--- src/rtl/binario_bcd_secuencial.sv ---
// Sequential binary-to-BCD converter (shift-and-add-3), one operand bit per clock.
// A result is published with a one-cycle Listo pulse ANCHO cycles after the start is accepted.
module binario_bcd_secuencial #(
  parameter int ANCHO   = 8,
  parameter int DIGITOS = 3
) (
  input  logic                   clk,
  input  logic                   rst,
  input  logic                   Inicio,
  input  logic [ANCHO-1:0]       DatoEntrada,
  output logic [4*DIGITOS-1:0]   DatoSalida,
  output logic                   Listo,
  output logic                   Ocupado,
  output logic                   Desborde
);

  localparam int BW = 4 * DIGITOS;
  localparam int CW = $clog2(ANCHO + 1);

  function automatic longint unsigned potencia10(input int n);
    longint unsigned p;
    p = 64'd1;
    for (int i = 0; i < n; i++) p = p * 64'd10;
    return p;
  endfunction

  // Largest operand that still fits in DIGITOS decimal digits.
  localparam longint unsigned LIMITE = potencia10(DIGITOS) - 64'd1;

  function automatic logic [BW-1:0] ajuste(input logic [BW-1:0] s);
    logic [BW-1:0] r;
    r = s;
    for (int i = 0; i < DIGITOS; i++)
      if (s[4*i +: 4] >= 4'd5) r[4*i +: 4] = s[4*i +: 4] + 4'd3;
    return r;
  endfunction

  typedef enum logic [1:0] {REPOSO, CONVIRTIENDO, LISTO} estado_t;

  estado_t          estado, estado_sig;
  logic [BW-1:0]    scratch;
  logic [ANCHO-1:0] operando;
  logic [CW-1:0]    contador;
  logic             desborde_pend;
  logic [BW-1:0]    scratch_sig;
  logic [ANCHO-1:0] operando_sig;
  logic             arranque;
  logic             fin;

  // The adjusted scratch loses its top bit on the shift; truncation keeps value mod 10^DIGITOS.
  always_comb begin
    scratch_sig  = BW'({ajuste(scratch), operando[ANCHO-1]});
    operando_sig = {operando[ANCHO-2:0], 1'b0};
    fin          = (contador == CW'(1));
  end

  always_comb begin
    estado_sig = estado;
    arranque   = 1'b0;
    case (estado)
      REPOSO: begin
        if (Inicio) begin
          estado_sig = CONVIRTIENDO;
          arranque   = 1'b1;
        end
      end
      CONVIRTIENDO: begin
        if (fin) estado_sig = LISTO;
      end
      LISTO: begin
        if (Inicio) begin
          estado_sig = CONVIRTIENDO;
          arranque   = 1'b1;
        end else begin
          estado_sig = REPOSO;
        end
      end
      default: estado_sig = REPOSO;
    endcase
  end

  always_ff @(posedge clk) begin
    if (rst) estado <= REPOSO;
    else     estado <= estado_sig;
  end

  always_ff @(posedge clk) begin
    if (rst) begin
      scratch       <= '0;
      operando      <= '0;
      contador      <= '0;
      desborde_pend <= 1'b0;
      DatoSalida    <= '0;
      Desborde      <= 1'b0;
    end else if (arranque) begin
      scratch       <= '0;
      operando      <= DatoEntrada;
      contador      <= CW'(ANCHO);
      desborde_pend <= (64'(DatoEntrada) > LIMITE);
    end else if (estado == CONVIRTIENDO) begin
      scratch  <= scratch_sig;
      operando <= operando_sig;
      contador <= contador - CW'(1);
      if (fin) begin
        DatoSalida <= scratch_sig;
        Desborde   <= desborde_pend;
      end
    end
  end

  assign Listo   = (estado == LISTO);
  assign Ocupado = (estado == CONVIRTIENDO);

endmodule

--- config.mk ---
export PLATFORM = sky130hd
export DESIGN_NAME = binario_bcd_secuencial
export DESIGN_NICKNAME = d
export VERILOG_FILES = /design/src/rtl/binario_bcd_secuencial.sv
export SDC_FILE = /design/constraint.sdc
export NUM_CORES = 1
export LEC_CHECK = 0
export ABC_AREA = 1
export BUFFER_PORTS_ARGS = -buffer_cell sky130_fd_sc_hd__buf_4
export CORE_AREA = 2 2 68 70
export CTS_CLUSTER_SIZE = 10
export DETAILED_ROUTE_END_ITERATION = 7
export DIE_AREA = 0 0 70 72
export GPL_ROUTABILITY_DRIVEN = 0
export GPL_TIMING_DRIVEN = 0
export PLACE_DENSITY = 0.68
export SLEW_MARGIN = 20
export SYNTH_ARGS = -nofsm -noshare
export SYNTH_HDL_FRONTEND = slang
export SYNTH_SLANG_ARGS = --single-unit
--- constraint.sdc ---
create_clock -name clk -period 2.58 [get_ports clk]
set_input_delay 0.129 -clock clk [delete_from_list [all_inputs] [get_ports clk]]
set_output_delay 0.129 -clock clk [all_outputs]
set_load 0.01 [all_outputs]
==> results of run 1 <==
## routing by layer
metal | up-vias | track usage, % | part of all wire (%)
met5 | - | 0 | 0
met4 | 0 | 6.41 | 1.4
met3 | 6 | 3.89 | 3.8
met2 | 30 | 32.1 | 48
met1 | 773 | 20.4 | 46
li1 | 915 | - | -
## cells in the mapped netlist
library cell / count
o211ai_1: 3
ha_1: 8
nor2_1: 19
nor2_4: 1
nor3_1: 1
nand3_2: 1
o21a_1: 1
nand2_2: 1
dfxtp_1: 38
or2_2: 3
a31oi_1: 1
inv_2: 3
buf_6: 1
nand3_1: 19
conb_1: 1
o21ai_0: 18
inv_1: 45
buf_2: 7
nand2_1: 69
nand4_1: 6
buf_4: 2
a21oi_1: 24
## state kept, by name, summed over array words and instances (netlist names)
signal,flops
DatoSalida,12
scratch,12
operando,8
contador,4
estado,2
## path summary, 6_finish.rpt
kind	from	end	slack (ns)
hold reg to reg	DatoSalida[0]	DatoSalida[0]	0.47
hold / removal	rst	DatoSalida[7]	0.04
setup reg to reg	scratch[0]	scratch[2]	1.26
setup / recovery	estado[0]	Ocupado	1.20
## worst reg2reg max path, stage by stage (launching register included)
cell and delay [ns]:
dfxtp_1 0.38, inv_1 0.10, ha_1 0.22, inv_1 0.05, nand2_1 0.10, nand3_1 0.12, nand2_1 0.06, nand2_1 0.07
nand2_1 0.05, nand2_1 0.06, inv_1 0.03
## cell type report
type | count | share of cell area (%)
multi-input combinational | 176 | 39.2
sequential | 38 | 34.5
timing repair buffer | 24 | 8.18
inverter | 48 | 8.18
clock buffer | 7 | 3.92
tap | 52 | 2.95
buffer | 10 | 2.78
clock inverter | 1 | 0.227
## stage by stage
stage / utilization (%) / instance area (sq um) / setup slack (ns) / power, uW / instances
after CTS: 51.7 / 2200 / 1.20 / 1300 / 356
final: 51.7 / 2200 / 1.20 / 1290 / 356
after global placement: 49.5 / 2110 / 1.31 / 872 / 348
after detailed placement: 49.5 / 2110 / 1.28 / 876 / 348
after floorplan: - / 1870 / 1.41 / 812 / 272
after global routing: 51.7 / 2200 / 1.08 / 1360 / 356
## placed cells by master, fill, tap and decap left out, types with 3 or more instances in the layout
cell type and n:
inv_1 45, buf_4 26, o21ai_0 18, ha_1 8, nor2_1 19, inv_2 3
clkbuf_8 6, nand4_1 6, o211ai_1 3, nand3_1 19, or2_2 3, nand2_1 69
a21oi_1 24, dfxtp_1 38, buf_2 7
## logic make-up after synthesis
logic type | after synthesis | synth area share (%)
AOI/OAI and AO/OA | 47 | 13.2
adders and majority gates | 8 | 5.36
buffers and inverters | 58 | 12.9
DFF | 38 | 40.8
other | 1 | 0.201
and+or+nand+nor | 120 | 27.5
## power by group through the flow
stage / clock network (uW) / registers (uW) / logic (uW)
final: 426 / 645 / 220
after global routing: 460 / 650 / 248
after CTS: 436 / 645 / 220
after detailed placement: 0 / 658 / 218
after global placement: 0 / 657 / 214
after floorplan: 0 / 655 / 157
==> impl_metrics.csv, run 1 <==
group,metric,value,unit
flow_run,maxCapViolCount,0,
status,status,"completed",
clocking,cts.sinks,38,
power_and_ir_drop,powerDensity,586,nW/um^2
timing,final-hold-violation-count,0,
power_and_ir_drop,p_int,922,uW
clocking,cts_max_level,2,
setup_path,slowest_delay,0.37,ns
grt,grt_pass1_wl,7070,microns
floorplanning,io_pins,26,
grt,track_usage,17.6,%
setup_path,cp_top_family,"buffers and inverters",
synth,synth_area_per_cell,6.86,sq um
power_and_ir_drop,power_switching_share,28.6,%
worst_hold_path,min_path_cells,2,
timing,report.final.slew_viol_count,0,
setup_path,reg2regPathDepth,10,
clocking,cts_hold_buffers,0,
synth,netlist_instances,272,
power_and_ir_drop,p_clk_share,33.0,%
synth,synth_seq_cells,38,
clocking,cts_max_path_buffers,2,
timing,rsz0062_at_grt,"no",
clocking,clkTransAtPathRegs,0.08,ns
final_layout,area_growth,18.0,%
placement,place_hpwl,3000,microns
detailed_routing,wl_per_cell,11.7,microns
synth,yosysWarnings,0,
timing,max_freq,0.727,GHz
floorplanning,die_area,5040,sq um
setup_path,crit_type,"reg -> out",
floorplanning,core_area,4260,sq um
grt,grt_pass1_vias,1586,
power_and_ir_drop,irDropWorstVdd,0.000346,V
timing,period_minus_slack,1.38,ns
grt,antenna_found_initial,0,
floorplanning,die_w,70,microns
synth,yosysTopAreaCellShare,40.8,%
floorplanning,rows,24,
setup_path,cp-end-kind,"output pin",
synth,synthTopCellsByArea,"dfxtp_1 (41%), nand2_1 (14%), inv_1 (9.0%)",
detailed_routing,firstDrtPassIters,4,
clocking,clock_latency,0.29,ns
setup_path,path_cells,"inv_2 > nor2_4 > buf_2 > buf_4",
grt,grt_max_degree,12,
floorplanning,die_y,72,microns
detailed_routing,drt_iter0_markers,122,
synth,synth_cell_types,22,
synth,synth_area,1870,sq um
setup_path,crit_slowest_cell,"dfxtp_1",
setup_path,path_max_fanout,10,
detailed_routing,via_per_inst,4.84,
timing,hold_ws,0.0354,ns
timing,setup_viol,0,
final_layout,regArea,761,sq um
setup_path,crit_path_start_kind,"flip-flop",
detailed_routing,ant_nets,0,
power_and_ir_drop,p_sw,369,uW
placement,port_buffers,24,
timing,tns,0,ns
setup_path,crit_buf_inv,3,
timing,finClkSkew,0.00884,ns
clocking,cts_made_buffers,5,
floorplanning,start_util,43.8,%
final_layout,drive_above_1_share,16.4,%
final_layout,multiInputGateArea,865,sq um
clocking,cts_tree,"built",
clocking,cts_root_buf,"clkbuf_8",
synth,synth_area_leader_cell,"dfxtp_1",
final_layout,fillCellCount,439,
clocking,cts-resized-gates,0,
power_and_ir_drop,p_leak,0.00112,uW
timing,fin_crit_sh,53.3,%
detailed_routing,drcViolationCount,0,
final_layout,num_antenna_cells,0,
detailed_routing,via_count,1724,
synth,synth_fp_nets,291,
detailed_routing,wl,4180,microns
worst_hold_path,hold_path_class,"in -> reg",
setup_path,path_depth,4,
final_layout,nNetsFinal,322,
setup_path,critPathRequiredTime,2.45,ns
clocking,cts_setup_buffers,0,
power_and_ir_drop,seqPwrFrac,50.0,%
setup_path,arrival,1.25,ns
synth,synth_seq_area_share,40.8,%
power_and_ir_drop,p_comb_share,17.0,%
grt,grt_overflow,0,
No activity file was read; power rests on OpenSTA's default activity.
==> inputs of run 2 (changes only) <==
Settings changed: ABC_AREA 1 to 0, CORE_AREA 2 2 68 70 to 2 2 65 67, DIE_AREA 0 0 70 72 to 0 0 67 69, PLACE_DENSITY 0.68 to 0.7.
Clock period 2.58 ns to 1.4 ns, I/O delays scaled along.
==> run 2 against run 1 <==
Effect of this change: the run now ends with setup timing left; synthesized cell count down 29%; cell count is 20% lower; clock power grew 86%; sequential share of layout area is 2.8 points lower; count of clock-buffer cells in the layout shrank 1; total power is 79% higher; non-clock buffer count up 11; synthesized area shrank 7.4%; via count down 12%; sequential power increased by 80%; wire length shrank 0.62%; register-to-register slack got worse by 1.4 ns; critical endpoint is now DatoSalida[9]; largest power group unchanged.
==> impl_metrics.csv, run 2 <==
group,metric,value,unit
floorplanning,io_pins,26,
status,status,"finished, violations left",
timing,final-hold-violation-count,0,
detailed_routing,via_count,1510,
floorplanning,die_area,4620,sq um
detailed_routing,firstDrtPassIters,4,
power_and_ir_drop,powerDensity,949,nW/um^2
synth,yosysTopAreaCellShare,44.0,%
setup_path,reg2regPathDepth,5,
detailed_routing,ant_nets,0,
timing,worstMarginPinSlew,0.585,ns
synth,synth_area,1730,sq um
flow_run,maxCapViolCount,0,
synth,synth_fp_nets,213,
floorplanning,die_w,67,microns
setup_path,path_max_fanout,7,
clocking,cts_root_buf,"clkbuf_8",
floorplanning,core_area,3910,sq um
synth,yosysMostFrequentCell,"dfxtp_1",
detailed_routing,wl_per_cell,14.5,microns
setup_path,crit_type,"reg -> reg",
timing,period_minus_slack,1.55,ns
timing,rsz0062_at_grt,"yes",
timing,finClkSkew,0.00746,ns
setup_path,arrival,1.78,ns
final_layout,drive_above_1_share,44.5,%
final_layout,final_cell_mix,"buf_4 (35), dfxtp_1 (29), nor2_1 (19)",
power_and_ir_drop,p_leak,0.000906,uW
final_layout,nNetsFinal,254,
detailed_routing,via_per_inst,5.28,
grt,grt_pass1_wl,6920,microns
final_layout,area_growth,41.1,%
grt,antenna_found_initial,0,
worst_hold_path,hold_path_class,"in -> reg",
final_layout,fillCellCount,333,
setup_path,cp-end-kind,"flip-flop",
detailed_routing,wl,4150,microns
timing,max_freq,0.645,GHz
setup_path,r2r_end,"DatoSalida[9]",
grt,grt_pass1_vias,1468,
synth,netlist_instances,194,
timing,hold_ws,0.0597,ns
setup_path,crit_path_start_kind,"flip-flop",
clocking,cts_max_level,2,
setup_path,critPathRequiredTime,1.63,ns
placement,place_hpwl,2580,microns
setup_path,crit_end,"DatoSalida[9]",
clocking,cts.sinks,38,
placement,port_buffers,24,
floorplanning,start_util,44.1,%
grt,grt_overflow,0,
timing,tns,-1.71,ns
floorplanning,rows,23,
power_and_ir_drop,irDropWorstVdd,0.000747,V
timing,max_slew_margin,61.0,%
clocking,cts_tree,"built",
final_layout,num_antenna_cells,0,
timing,setup_slack,-0.152,ns
synth,async_reset_ff_share,0,%
setup_path,r2r-start,"contador[1]",
setup_path,crit_path_start,"contador[1]",
synth,synth_area_per_cell,8.91,sq um
synth,synth_top_flop_cell,"dfxtp_1",
final_layout,reg_top3,"DatoSalida (12), scratch (12), operando (8)",
timing,setup_viol,15,
synth,synth_edf_count,0,
synth,synth_seq_area_share,44.0,%
grt,grt_max_degree,13,
synth,synthTopCellsByArea,"dfxtp_1 (44%), ha_1 (5.8%), nor2_1 (4.6%)",
clocking,cts_made_buffers,5,
grt,track_usage,19.8,%
clocking,cts_max_path_buffers,2,
timing,report.final.slew_viol_count,0,
clocking,clkTransAtPathRegs,0.08,ns
final_layout,final_common_cell,"buf_4",
synth,synth_area_leader_cell,"dfxtp_1",
clocking,clock_latency,0.30,ns
synth,yosysWarnings,0,
detailed_routing,drt_iter0_markers,99,
floorplanning,die_y,69,microns
synth,ys_top_cells_by_count,"dfxtp_1 (38), nor2_1 (21), a21oi_1 (14), nand2_1 (14), nand2b_1 (12)",
detailed_routing,drcViolationCount,0,
synth,synth_seq_cells,38,
synth,synth_cell_types,31,
timing,fin_crit_sh,111,%
setup_path,r2r_slack,-0.15,ns
status,violations,"setup timing",
==> run 2: changes by cell type after synthesis, moves of 6 or more <==
cell / before / now
inv_1: 45 / 9
a21oi_1: 24 / 14
o22ai_1: 0 / 10
o21ai_0: 18 / 5
nand4_1: 6 / 0
o22ai_2: 0 / 6
nand3_1: 19 / 4
nand2_1: 69 / 14
a211oi_1: 0 / 9
nand2b_1: 0 / 12
==> run 2: per-layer routing <==
metal	GRT usage (%)	part of all wire, %
met5	0	0
met4	5.22	1.3
met3	6.20	4.9
met2	31.8	48
met1	25.5	46
==> run 2: how the worst min path moves through the flow <==
stage | start | endpoint | slack, ns | depth (start not counted)
after CTS | DatoEntrada[1] | operando[1] | 0.05 | 3
after detailed placement | DatoEntrada[1] | operando[1] | 0.36 | 3
after global placement | DatoEntrada[1] | operando[1] | 0.35 | 3
after floorplan | DatoEntrada[3] | operando[3] | 0.25 | 2
after global routing | DatoEntrada[1] | operando[1] | 0.05 | 3
final | DatoEntrada[1] | operando[1] | 0.06 | 3
==> run 2: cells by family after synthesis <==
| logic type | Yosys count | share of synthesized area (%) |
|---|---|---|
| other | 1 | 0.217 |
| AOI/OAI and AO/OA | 47 | 18.8 |
| buffers and inverters | 21 | 5.65 |
| muxes | 5 | 3.11 |
| xor gates and xnor gates | 5 | 2.53 |
| adders and majority gates | 8 | 5.79 |
| and+or+nand+nor | 69 | 19.8 |
| DFF | 38 | 44.0 |
==> run 2: power breakdown <==
group / switching [uW] / leakage (uW) / internal [uW]
Clock: 397 / 0.0000472 / 396
Combinational: 192 / 0.000546 / 169
Sequential: 35.6 / 0.000314 / 1120
Total: 624 / 0.000906 / 1690
==> run 2: what timing repair did <==
action / 4_1_cts / 5_1_grt
hold endpoints to repair: 0 / 0
setup buffers: 14 / 1
gates cloned: 0 / 0
hold buffers: 0 / 0
resized for setup: 43 / 24
setup endpoints to repair: 27 / 34
pin swaps: 20 / 9
==> run 2: final cells by class <==
| type | instances | area [sq um] | share of cell area, % |
|---|---|---|---|
| multi-input combinational | 135 | 1110 | 45.5 |
| sequential | 38 | 774 | 31.8 |
| timing repair buffer | 36 | 299 | 12.3 |
| clock buffer | 6 | 82.6 | 3.39 |
| tap | 50 | 62.6 | 2.57 |
| buffer | 9 | 51.3 | 2.10 |
| inverter | 10 | 47.5 | 1.95 |
| clock inverter | 2 | 12.5 | 0.513 |
==> run 2: worst max-delay path, stage by stage (launching register included) <==
cell and delay, ns:
dfxtp_2 0.33, inv_2 0.07, ha_4 0.11, or3b_4 0.40, or3_4 0.42, o22ai_2 0.16
==> run 2: metrics by stage <==
stage / instance area, sq um / std cells / utilization (%) / power, uW / setup slack, ns
after floorplan: 1750 / 194 / - / 1360 / -0.131
after global placement: 1990 / 268 / 50.9 / 1440 / -0.415
after detailed placement: 1990 / 268 / 50.9 / 1450 / -0.433
after CTS: 2380 / 288 / 60.9 / 2310 / -0.240
after global routing: 2440 / 286 / 62.3 / 2420 / -0.250
final: 2440 / 286 / 62.3 / 2310 / -0.152
==> inputs of run 3 (changes only) <==
Settings changed: SKIP_CTS_REPAIR_TIMING set to 1, TNS_END_PERCENT set to 50.
==> run 3 against run 2 <==
Effect of this change: the run still ends with setup timing left; combinational power shrank 11%; critical path depth is the same; largest cell class unchanged; flip-flop and latch count is the same; utilization shrank 3.3 points; non-clock buffer count shrank 4; first-iteration DRC count shrank 28%; global-route usage shrank 2.7 points; register-to-register slack lost 0.05 ns; total power shrank 2.2%; cell count shrank 1.4%; cell area shrank 5.2%; count of clock-buffer cells in the layout grew 1.
==> impl_metrics.csv, run 3 (synthesis results as in run 2) <==
group,metric,value,unit
power_and_ir_drop,p_sw,590,uW
setup_path,cp_top_family,"simple AND/OR/NAND/NOR gates",
grt,grt_busiest_layer,"met2",
final_layout,nNetsFinal,250,
setup_path,path_cells,"inv_2 > ha_1 > or3b_4 > or3_4 > o22ai_2",
clocking,clock_latency,0.29,ns
detailed_routing,drt_iter0_markers,71,
power_and_ir_drop,seqPwrFrac,51.4,%
power_and_ir_drop,p_leak,0.000868,uW
power_and_ir_drop,power_switching_share,26.1,%
timing,finClkSkew,0.00918,ns
grt,grtUsageMet2,25.5,%
floorplanning,start_util,44.1,%
grt,grt_overflow,0,
final_layout,num_antenna_cells,0,
detailed_routing,firstDrtPassIters,4,
setup_path,critPathRequiredTime,1.63,ns
setup_path,slowest_delay,0.47,ns
floorplanning,io_pins,26,
clocking,cts_max_path_buffers,2,
floorplanning,core_area,3910,sq um
floorplanning,rows,23,
clocking,cts_made_buffers,5,
clocking,cts.sinks,38,
final_layout,multiInputGateArea,1040,sq um
status,violations,"setup timing",
worst_hold_path,hold_path_class,"in -> reg",
clocking,cts_max_level,2,
timing,worstMarginPinSlew,0.559,ns
power_and_ir_drop,p_clk_share,34.5,%
final_layout,fillCellCount,381,
floorplanning,die_w,67,microns
setup_path,reg2regPathDepth,5,
grt,grt_max_degree,12,
final_layout,regArea,771,sq um
setup_path,arrival,1.83,ns
flow_run,maxCapViolCount,0,
timing,period_minus_slack,1.61,ns
setup_path,cp-end-kind,"flip-flop",
timing,max_freq,0.623,GHz
final_layout,final_common_cell,"buf_4",
setup_path,path_max_fanout,7,
placement,place_hpwl,2540,microns
grt,use_met3,4.24,%
grt,grt_pass1_vias,1284,
timing,hold_ws,0.0573,ns
timing,setup_slack,-0.205,ns
final_layout,reg_top3,"DatoSalida (12), scratch (12), operando (8)",
timing,fin_crit_sh,115,%
placement,port_buffers,24,
worst_hold_path,min_path_cells,3,
setup_path,crit_type,"reg -> reg",
power_and_ir_drop,powerDensity,979,nW/um^2
timing,tns,-2.23,ns
timing,rsz0062_at_grt,"yes",
timing,final-hold-violation-count,0,
clocking,cts_root_buf,"clkbuf_8",
setup_path,crit_path_start_kind,"flip-flop",
detailed_routing,drcViolationCount,0,
timing,report.final.slew_viol_count,0,
clocking,clkTransAtPathRegs,0.07,ns
power_and_ir_drop,irDropWorstVdd,0.000648,V
detailed_routing,via_count,1471,
power_and_ir_drop,p_int,1670,uW
setup_path,path_depth,5,
detailed_routing,wl,3930,microns
final_layout,final_cell_mix,"buf_4 (33), dfxtp_1 (30), nor2_1 (21)",
timing,max_slew_margin,62.7,%
detailed_routing,ant_nets,0,
detailed_routing,via_per_inst,5.22,
status,status,"finished, violations left",
final_layout,drive_above_1_share,38.8,%
floorplanning,die_area,4620,sq um
timing,setup_viol,15,
floorplanning,die_y,69,microns
setup_path,crit_slowest_cell,"or3_4",
detailed_routing,wl_per_cell,13.9,microns
power_and_ir_drop,p_comb_share,14.2,%
final_layout,area_growth,33.7,%
grt,grt_pass1_wl,5960,microns
grt,antenna_found_initial,0,
grt,track_usage,17.1,%
clocking,cts_tree,"built",
setup_path,crit_buf_inv,1,
grt,use_met1,22.5,%
==> run 3: layer usage <==
layer	up-vias	wire length, microns
li1	748	-
met1	689	1850
met2	27	1850
met3	7	155
met4	0	73
met5	-	0
==> run 3: cell type report <==
class	instances	share of cell area [%]
repair buffers	32	10.6
flip-flops and latches	38	33.4
multi-input cells	135	44.9
inverters	10	2.00
clock buffers	7	3.74
well taps	50	2.71
plain buffers	9	2.49
clock inverters	1	0.217
==> run 3: worst paths after layout <==
kind                  start  slack [ns]       endpoint
max             contador[1]       -0.21  DatoSalida[2]
min          DatoEntrada[1]        0.06    operando[1]
max reg2reg     contador[1]       -0.21  DatoSalida[2]
min reg2reg     operando[1]        0.48    operando[1]
==> run 3: power groups by stage <==
stage	registers [uW]	logic, uW	clock network (uW)
floorplan	1180	181	0
global placement	1180	258	0
detailed placement	1180	263	0
CTS	1160	264	790
global route	1170	352	844
finish	1160	320	780
==> run 3: worst reg2reg max path: cells and delay by family (launching register included) <==
kind                     cells  cell delay (ns)
buffers and inverters        1             0.05
AO/OA/AOI/OAI                1             0.16
adder cells (fa/ha/maj)      1             0.12
flip-flops                   1             0.33
AND/OR/NAND/NOR              2             0.87
==> run 3: through the flow <==
stage	utilization [%]	setup WS (ns)	total power, uW	instance area, sq um	instances
2_1_floorplan	-	-0.131	1360	1730	194
3_3_place_gp	50.4	-0.370	1440	1970	268
3_5_place_dp	50.4	-0.377	1440	1970	268
4_1_cts	52.7	-0.379	2210	2060	276
5_1_grt	59.0	-0.262	2360	2310	282
6_report	59.0	-0.205	2260	2310	282
